File: src/rtl/sub_pkg.sv
// Shared widths, the signed difference type, and the subtractor-output conversion
// used by sub_result_fifo.
package sub_pkg;

  localparam int unsigned NIB_W  = 4;
  localparam int unsigned DIFF_W = 5;

  typedef logic signed [DIFF_W-1:0] sub_diff_t;

  typedef enum logic [1:0] {
    OCC_EMPTY,
    OCC_PARTIAL,
    OCC_FULL
  } occ_state_t;

  // final_carry = 0 means the subtraction borrowed, so the sign bit is its inverse.
  function automatic sub_diff_t to_diff(input logic [NIB_W-1:0] s, input logic final_carry);
    return sub_diff_t'({~final_carry, s});
  endfunction

endpackage

File: src/rtl/sub_result_fifo_if.sv
// Valid/ready bundle between subtractor_4bit, sub_result_fifo and its consumer.
// The slave modport is the FIFO's view; master is the surrounding environment.
interface sub_result_fifo_if #(
  parameter int unsigned DEPTH = 4,
  parameter int unsigned CNT_W = 8
);
  import sub_pkg::*;

  logic                     in_valid;
  logic                     in_ready;
  logic [NIB_W-1:0]         s;
  logic                     final_carry;
  logic                     out_valid;
  logic                     out_ready;
  sub_diff_t                out_diff;
  logic                     out_neg;
  logic [$clog2(DEPTH):0]   count;
  logic [CNT_W-1:0]         borrow_cnt;

  modport master (
    output in_valid, s, final_carry, out_ready,
    input  in_ready, out_valid, out_diff, out_neg, count, borrow_cnt
  );

  modport slave (
    input  in_valid, s, final_carry, out_ready,
    output in_ready, out_valid, out_diff, out_neg, count, borrow_cnt
  );

endinterface

File: src/rtl/sub_fifo_ram.sv
// DEPTH x DIFF_W storage for sub_result_fifo: one synchronous write port,
// one asynchronous read port.
module sub_fifo_ram
  import sub_pkg::*;
#(
  parameter int unsigned DEPTH = 4
) (
  input  logic                     clk,
  input  logic                     we,
  input  logic [$clog2(DEPTH)-1:0] waddr,
  input  sub_diff_t                wdata,
  input  logic [$clog2(DEPTH)-1:0] raddr,
  output sub_diff_t                rdata
);

  sub_diff_t mem [DEPTH];

  always_ff @(posedge clk) begin
    if (we) mem[waddr] <= wdata;
  end

  assign rdata = mem[raddr];

endmodule

File: src/rtl/sub_result_fifo.sv
// Valid/ready FIFO buffering 4-bit subtractor results as 5-bit signed differences.
// Define SUB_FIFO_STATS_EN to build the saturating borrow counter.
module sub_result_fifo
  import sub_pkg::*;
#(
  parameter int unsigned DEPTH = 4,
  parameter int unsigned CNT_W = 8
) (
  input  logic               clk,
  input  logic               rst,
  sub_result_fifo_if.slave   bus
);

  localparam int unsigned PTR_W    = $clog2(DEPTH);
  localparam int unsigned CNT_BITS = PTR_W + 1;
  localparam logic [CNT_BITS-1:0] FULL_CNT = CNT_BITS'(DEPTH);

  logic [PTR_W-1:0]    wr_ptr, rd_ptr;
  logic [CNT_BITS-1:0] count_q, count_nxt;
  occ_state_t          occ;
  logic                in_rdy, out_vld, push, pop;
  sub_diff_t           head, diff_out;

  assign push = bus.in_valid & in_rdy;
  assign pop  = bus.out_ready & out_vld;

  // State register: pointers wrap naturally since DEPTH is a power of two.
  always_ff @(posedge clk) begin
    if (rst) begin
      wr_ptr  <= '0;
      rd_ptr  <= '0;
      count_q <= '0;
    end else begin
      if (push) wr_ptr <= wr_ptr + 1'b1;
      if (pop)  rd_ptr <= rd_ptr + 1'b1;
      count_q <= count_nxt;
    end
  end

  always_comb begin
    occ = OCC_PARTIAL;
    if (count_q == '0)          occ = OCC_EMPTY;
    else if (count_q == FULL_CNT) occ = OCC_FULL;
  end

  // Next-state: occupancy count transitions
  always_comb begin
    count_nxt = count_q;
    unique case (occ)
      OCC_EMPTY:   if (push) count_nxt = count_q + 1'b1;
      OCC_PARTIAL: begin
        if (push && !pop)      count_nxt = count_q + 1'b1;
        else if (pop && !push) count_nxt = count_q - 1'b1;
      end
      OCC_FULL:    if (pop) count_nxt = count_q - 1'b1;
      default:     count_nxt = count_q;
    endcase
  end

  // Outputs: head is gated so out_diff is defined before storage is ever written.
  always_comb begin
    in_rdy   = (occ != OCC_FULL);
    out_vld  = (occ != OCC_EMPTY);
    diff_out = out_vld ? head : '0;
  end

  assign bus.in_ready  = in_rdy;
  assign bus.out_valid = out_vld;
  assign bus.out_diff  = diff_out;
  assign bus.out_neg   = diff_out[DIFF_W-1];
  assign bus.count     = count_q;

  sub_fifo_ram #(.DEPTH(DEPTH)) u_ram (
    .clk   (clk),
    .we    (push),
    .waddr (wr_ptr),
    .wdata (to_diff(bus.s, bus.final_carry)),
    .raddr (rd_ptr),
    .rdata (head)
  );

`ifdef SUB_FIFO_STATS_EN
  logic [CNT_W-1:0] borrow_q;

  always_ff @(posedge clk) begin
    if (rst) begin
      borrow_q <= '0;
    end else if (push && !bus.final_carry && (borrow_q != '1)) begin
      borrow_q <= borrow_q + 1'b1;
    end
  end

  assign bus.borrow_cnt = borrow_q;
`else
  assign bus.borrow_cnt = {CNT_W{1'b0}};
`endif

endmodule

File: src/flat_wrapper.sv
// flat-port wrapper written by rule: the top's interface ports become plain ports
module sub_result_fifo_flat import sub_pkg::*;
#(
  parameter int unsigned DEPTH = 4,
  parameter int unsigned CNT_W = 8
)
  (clk, rst, bus_in_valid, bus_s, bus_final_carry, bus_out_ready, bus_in_ready, bus_out_valid, bus_out_diff, bus_out_neg, bus_count, bus_borrow_cnt);
  sub_result_fifo_if #(.DEPTH(DEPTH), .CNT_W(CNT_W)) bus_i ();
  input  logic clk;
  input  logic rst;
  input wire logic [$bits(bus_i.in_valid)-1:0] bus_in_valid;
  input wire logic [$bits(bus_i.s)-1:0] bus_s;
  input wire logic [$bits(bus_i.final_carry)-1:0] bus_final_carry;
  input wire logic [$bits(bus_i.out_ready)-1:0] bus_out_ready;
  output wire logic [$bits(bus_i.in_ready)-1:0] bus_in_ready;
  output wire logic [$bits(bus_i.out_valid)-1:0] bus_out_valid;
  output wire logic [$bits(bus_i.out_diff)-1:0] bus_out_diff;
  output wire logic [$bits(bus_i.out_neg)-1:0] bus_out_neg;
  output wire logic [$bits(bus_i.count)-1:0] bus_count;
  output wire logic [$bits(bus_i.borrow_cnt)-1:0] bus_borrow_cnt;
  assign bus_i.in_valid = bus_in_valid;
  assign bus_i.s = bus_s;
  assign bus_i.final_carry = bus_final_carry;
  assign bus_i.out_ready = bus_out_ready;
  assign bus_in_ready = bus_i.in_ready;
  assign bus_out_valid = bus_i.out_valid;
  assign bus_out_diff = bus_i.out_diff;
  assign bus_out_neg = bus_i.out_neg;
  assign bus_count = bus_i.count;
  assign bus_borrow_cnt = bus_i.borrow_cnt;
  sub_result_fifo #(.DEPTH(DEPTH), .CNT_W(CNT_W)) u_core (.clk(clk), .rst(rst), .bus(bus_i));
endmodule
File: config.mk
export PLATFORM = sky130hd
export DESIGN_NAME = sub_result_fifo_flat
export DESIGN_NICKNAME = d
export VERILOG_FILES = /design/src/rtl/sub_pkg.sv /design/src/rtl/sub_result_fifo_if.sv /design/src/rtl/sub_fifo_ram.sv /design/src/rtl/sub_result_fifo.sv /design/src/flat_wrapper.sv
export SDC_FILE = /design/constraint.sdc
export NUM_CORES = 1
export LEC_CHECK = 0
export BUFFER_PORTS_ARGS = -buffer_cell sky130_fd_sc_hd__buf_2
export CAP_MARGIN = 40
export CORE_ASPECT_RATIO = 1.75
export CORE_MARGIN = 4
export CORE_UTILIZATION = 40
export CTS_CLUSTER_DIAMETER = 50
export CTS_CLUSTER_SIZE = 8
export DETAILED_ROUTE_END_ITERATION = 8
export HOLD_SLACK_MARGIN = 0.08
export PLACE_DENSITY_LB_ADDON = 0.2
export SLEW_MARGIN = 40
export SYNTH_ARGS = -nofsm -noshare
export SYNTH_HDL_FRONTEND = slang
export SYNTH_SLANG_ARGS = --single-unit
File: constraint.sdc
create_clock -name clk -period 3.2 [get_ports clk]
set_clock_uncertainty 0.1 [all_clocks]
set_input_delay 0.32 -clock clk [delete_from_list [all_inputs] [get_ports clk]]
set_output_delay 0.32 -clock clk [all_outputs]
set_load 0.05 [all_outputs]
**After elaboration in Yosys (flattened, before gate mapping)**

Memories as Yosys holds them, arrays and structs flattened. A register that Yosys moved wholly into a read port is not among the register bits.
Cells that the tools add are included.

- Bits in latches: 0
- Output and inout bits: 19
- Memory bits (writable): 20
- Register bits: 7
- Memory bits (read-only): 0
- Memories kept: 1

- Add/sub/neg operators: 4
- Bitwise operators: 3
- Equal/unequal tests: 7
- Order comparisons: 0
- Reductions and logical operators: 9
- Divide/modulo/power cells: 0
- Multiply operators: 0
- Mux-type cells: 12
- Shift operators: 0

Memories:

| memory | words | width | rd ports | clocked after Yosys merged registers in | write ports | RTL line | text |
|---|---|---|---|---|---|---|---|
| u_core.u_ram.mem | 4 | 5 | 1 | 1 | 1 | sub_fifo_ram.sv:16 | `sub_diff_t mem [DEPTH];` |

Operator list:

| operator | count |
|---|---|
| two-way mux 3 bit | 4 |
| case mux 3 bit (3 select lines) | 1 |
| two-way mux 2 bit | 4 |
| two-way mux 5 bit | 1 |
| adder 2 x 1 -> 2 bit, second input constant | 2 |
| != test 2 x 1 -> 1 bit, second input constant | 2 |
| AND reduction 4 bit | 1 |
| adder 3 x 1 -> 3 bit, second input constant | 1 |
| equality test 3 bit, second input constant | 1 |
| zero test 3 bit | 1 |
| != test 3 x 1 -> 1 bit, second input constant | 1 |
| nonzero test 3 bit | 1 |
| subtractor 3 x 1 -> 3 bit, second input constant | 1 |
| AND 1 bit | 2 |
| equality test 2 x 1 -> 1 bit, second input constant | 1 |
| equality test 2 bit, second input constant | 1 |
| logical AND 1 bit | 2 |
| zero test 1 bit | 2 |
| zero test 2 bit | 1 |
| two-way mux 1 bit | 2 |
| != test 2 bit, second input constant | 1 |
| nonzero test 2 bit | 1 |
| NOT 1 bit | 1 |

**Logic depth before layout (Yosys ltp)**

- Depth in word-level cells: 10
- Depth in mapped cells: 11
- Gate-level depth less buffers: 9

**Cells and area by module**

Synthesis repeated with hierarchy kept, for this count alone.

- Cells, all modules: 94
- Area, all modules: 1,287.5 sq um

By module, submodules not included:

| module | seq. area each (sq um) | area each (sq um) | cells an instance | times used |
|---|---|---|---|---|
| sub_fifo_ram | 600.6 | 755.7 | 30 | 1 |
| sub_result_fifo | 140.1 | 531.8 | 64 | 1 |

**Worst setup path after synthesis**

No wires, ideal clock.

- Kind: register to output
- Start point: register u_core.count_q[0] (netlist: u_core.bus.count[0])
- End point: output port bus_out_diff[4]
- Path buffers: 3
- Arrival time: 2,297 ps
- Slack: 483 ps
- Stages on the path, launching flop included: 8
- Cells stage by stage: dfxtp_1 inv_1 ha_1 buf_6 nand2b_1 buf_2 and2_1 buf_4

- Word-level cells in the longest chain between the ends: 5
- Elaborated cells between the ends (all ways): 6
- Those cells by class: eq/ne: 1; mux: 3; reduce/logical: 2

RTL lines:

| what | RTL line | text |
|---|---|---|
| start: declaration | sub_result_fifo.sv:19 | `logic [CNT_BITS-1:0] count_q, count_nxt;` |
| start signal: assignment | sub_result_fifo.sv:36 | `count_q <= count_nxt;` |
| equality test 3 bit | sub_result_fifo.sv:43 | `else if (count_q == FULL_CNT) occ = OCC_FULL;` |
| two-way mux 2 bit | sub_result_fifo.sv:43 |  |
| two-way mux 2 bit (*) | sub_result_fifo.sv:42 | `if (count_q == '0) occ = OCC_EMPTY;` |
| nonzero test 2 bit (*) | sub_result_fifo.sv:63 | `out_vld = (occ != OCC_EMPTY);` |
| via bus_out_valid | flat_wrapper.sv:16 | `output wire logic [$bits(bus_i.out_valid)-1:0] bus_out_valid;` |
| two-way mux 5 bit (*) | sub_result_fifo.sv:64 | `diff_out = out_vld ? head : '0;` |
| end: declaration | flat_wrapper.sv:17 | `output wire logic [$bits(bus_i.out_diff)-1:0] bus_out_diff;` |

The timed path passes the listed nets; every way through them passes the cells marked *.

**Worst setup path in the final report**

- Start point: register u_core.count_q[0] (netlist: u_core.bus.count[0])
- End point: register u_core.count_q[2] (netlist: u_core.bus.count[2])

- Word-level cells in the longest chain between the ends: 9
- Elaborated cells between the ends (all ways): 27
- Those cells by class: add/sub: 2; eq/ne: 7; mux: 7; bitwise: 2; reduce/logical: 9

RTL lines:

| what | RTL line |
|---|---|
| equality test 3 bit | sub_result_fifo.sv:43 |
| two-way mux 2 bit | sub_result_fifo.sv:43 |
| two-way mux 2 bit | sub_result_fifo.sv:42 |
| != test 2 bit or nonzero test 2 bit (tied branches) | sub_result_fifo.sv:62, sub_result_fifo.sv:63 |
| AND 1 bit (on tied branches) | sub_result_fifo.sv:24, sub_result_fifo.sv:25 |
| zero test 1 bit (on tied branches) | sub_result_fifo.sv:53, sub_result_fifo.sv:52 |
| logical AND 1 bit (on tied branches) | sub_result_fifo.sv:53, sub_result_fifo.sv:52 |
| != test 3 x 1 -> 1 bit (no source line) or two-way mux 3 bit (tied branches) | n/a |
| AND reduction 4 bit (no source line) or case mux 3 bit (3 select lines) (tied branches) | n/a |

Several ways; a longest one is shown, not always the timed one. The select of a mux whose other input is x is not followed.
A chain may end at the register's enable or synchronous reset.

==> impl_summary.log <==
[metrics] result of the run: finished, final reports clean
[metrics] number of sinks driven by the clock tree: 29
[metrics] layout overhead on the synthesized area: 11.3%
[metrics] count of state elements after synthesis: 29
[metrics] number of buffers added by the clock tree synthesis step: 5
[metrics] die boundary width: 52.8 um
[metrics] total wire length: 2280 um
[metrics] share of layout cells above drive strength 1: 0.274
[metrics] fraction of the cycle the final worst path needs: 0.726
[metrics] dominant cell type by area after synthesis: sky130_fd_sc_hd__edfxtp_1
[metrics] chip height: 86.4 um
[metrics] final slew viol count: 0
[metrics] top flip-flop cell by instance count after synthesis: sky130_fd_sc_hd__edfxtp_1
[metrics] starting utilization of the core area: 0.413
[metrics] cell row count: 28
[metrics] clock tree from TritonCTS: yes
[metrics] clock tree root buffer cell: sky130_fd_sc_hd__clkbuf_8
[metrics] post-synthesis average cell area: 13.5 sq um
[metrics] crit path time final: 2.32 ns
[metrics] CTS resizes: 0
[metrics] clock latency of the later-clocked register in the worst-skew pair: 0.27 ns
[metrics] final worst hold slack: 0.164 ns
[metrics] crit start category: flip-flop
[metrics] count of final setup violators: 0
[metrics] Detailed Place HPWL: 1820 um
[metrics] hold-fix buffer count after cts: 0
[metrics] arrival time worst endpoint: 2.43 ns
[metrics] required time worst endpoint: 3.31 ns
[metrics] async set or reset register ratio after synthesis: 0
[metrics] highest ir drop seen on vdd: 0.543 mV
[metrics] element type at the critical path end: flip-flop
[metrics] number of antenna violations at the first check in global routing: 0
[metrics] global-route congestion overflow total: 0
[metrics] Port Buffer Count: 19
[metrics] number of H-tree levels: 2
[metrics] number of violations reported at the end of detailed-routing iteration 0: 11
[metrics] wire length per cell after detailed routing: 13.5 um
[metrics] classification of the worst setup path: reg -> reg
[metrics] wire length of the first global-routing pass: 3720 um
[metrics] main area contributors after synthesis: sky130_fd_sc_hd__edfxtp_1, sky130_fd_sc_hd__dfxtp_1, sky130_fd_sc_hd__mux4_2
[metrics] peak clock frequency supported by timing: 0.431 GHz
[metrics] area share of the largest cell type after synthesis: 0.427
[metrics] post-route total power: 1.56 mW
[metrics] Total Routing Usage GR: 0.115
[metrics] MaxCap Viol Count: 0
[metrics] Post-Synth XOR/XNOR Area: 0.0312
[metrics] kind of path behind the tightest hold check: in -> reg
[metrics] total number of nets in the final design: 140
[metrics] total area of multi-input combinational cells: 514 sq um
[metrics] maximum fanout count along the critical path: 10
[metrics] post-synth cell types: 26
[metrics] Setup Buffers After CTS: 0
[metrics] top-level I/O count: 28
[metrics] share of the synthesized area in compound gates (AO/OA/AOI/OAI): 0.0445
[metrics] main combinational cell family by area after synthesis: multiplexers
[metrics] P per Cell Area: 996 nW/um^2
[metrics] fin worst setup slack: 0.877 ns
[metrics] Residual DRC: 0
[metrics] maximum count of clock buffers along a single path: 2
[metrics] sequential cell area: 781 sq um
[metrics] routed vias: 800
[metrics] number of global-route vias before repair: 816
[metrics] Post-Synthesis Cell Area: 1410 sq um
[metrics] adder-cell share of the synthesized area: 0.0712
[metrics] aggregate negative setup slack: 0 ns
[metrics] yosys synthesis warning count: 0
[metrics] EDFF count, synth: 20
[metrics] Layout fillers: 318
[metrics] leakage component of the power: 0.615 nW
[metrics] leading post-synthesis cells by instance count: sky130_fd_sc_hd__edfxtp_1, sky130_fd_sc_hd__and2_1, sky130_fd_sc_hd__buf_4, sky130_fd_sc_hd__dfxtp_1
[metrics] Post-Place Worst Slack: 0.855 ns
[metrics] register clock-pin slew on the reported worst setup and hold paths: 0.06 ns
[metrics] Final ANT Viol Nets: 0
[metrics] sequential area share after synthesis: 0.556
[metrics] cell count after synthesis: 104
[metrics] iteration count of the initial detailed-routing pass: 4
[metrics] number of vias per cell after detailed routing: 4.73
[metrics] # diodes: 0
[metrics] unrepaired setup endpoints after global routing: false
[metrics] maximum number of pins on one net before global-route repair: 11
[metrics] area enclosed by the die boundary: 4560 sq um
[metrics] count leader, synth: sky130_fd_sc_hd__edfxtp_1
[metrics] synthesized-area fraction occupied by and/or/nand/nor cells: 0.0873
[metrics] placeable core area: 3400 sq um
[metrics] placer's final routability congestion estimate: 0.780
[metrics] multiplexer fraction of the synthesized cell area: 0.110
[metrics] Fin. Hold Viols: 0
-- report_power, final --
part / total [mW] / leakage [nW] / switching (mW) / internal [mW]
Sequential: 0.525 / 0.258 / 0.0571 / 0.468
Clock: 0.294 / 0.0486 / 0.124 / 0.170
Combinational: 0.739 / 0.309 / 0.500 / 0.239
-- placed cells by master (no fill, tap or decap), drive strengths merged, types with 5 or more instances in the layout --
master  instances
mux4            5
nor2            8
conb            8
ha              8
and2            9
buf            19
edfxtp         20
inv             7
clkbuf          6
dfxtp           9
-- area by class of cell --
type,instances,area share
inverters,7,0.0168
flip-flops and latches,29,0.499
multi-input cells,61,0.329
well taps,45,0.0360
clock buffers,6,0.0528
clock inverters,2,0.00560
repair buffers,19,0.0608
-- final timing paths --
kind,endpoint,slack [ns],cells after the start,startpoint
max,u_core.bus.count[2],0.88,8,u_core.bus.count[0]
min reg2reg,u_core.rd_ptr[1],0.42,2,u_core.rd_ptr[1]
max reg2reg,u_core.bus.count[2],0.88,8,u_core.bus.count[0]
min,u_core.u_ram.mem[2][1],0.16,1,bus_s[1]
-- registers in the layout, indices dropped and copies added (netlist names), named ones only --
register / cells
u_core.u_ram.mem: 20
u_core.bus.count: 3
u_core.rd_ptr: 2
u_core.wr_ptr: 2
-- metrics by stage --
step / utilization / instances / area, sq um
CTS: 0.460 / 169 / 1560
finish: 0.460 / 169 / 1560
global route: 0.460 / 169 / 1560
detailed placement: 0.433 / 161 / 1470
floorplan: - / 111 / 1430
global placement: 0.433 / 161 / 1470
-- worst max-delay path: stages (launching register included) --
cell and delay (ns):
sky130_fd_sc_hd__dfxtp_1 0.38, sky130_fd_sc_hd__inv_1 0.08, sky130_fd_sc_hd__ha_1 0.37, sky130_fd_sc_hd__nand2b_1 0.29, sky130_fd_sc_hd__nand2_1 0.13, sky130_fd_sc_hd__ha_1 0.25
sky130_fd_sc_hd__o311ai_0 0.38, sky130_fd_sc_hd__o211ai_1 0.15, sky130_fd_sc_hd__a21oi_1 0.13
-- cells by family after synthesis --
kind of cell               Yosys count
DFF                                 29
AOI/OAI and AO/OA                    9
buffers and inverters               21
adders and majority gates            8
and+or+nand+nor                     23
other                                1
xor gates and xnor gates             5
muxes                                8
-- layer usage --
layer,part of all wire,global-route usage,wire length [um],up-vias
li1,-,-,-,380
met1,0.35,0.102,800,392
met2,0.58,0.217,1310,21
met3,0.048,0.0310,109,7
met4,0.024,0.0628,54,0
met5,0,0,0,-
Note: power is estimated with default switching activity, not from simulation.
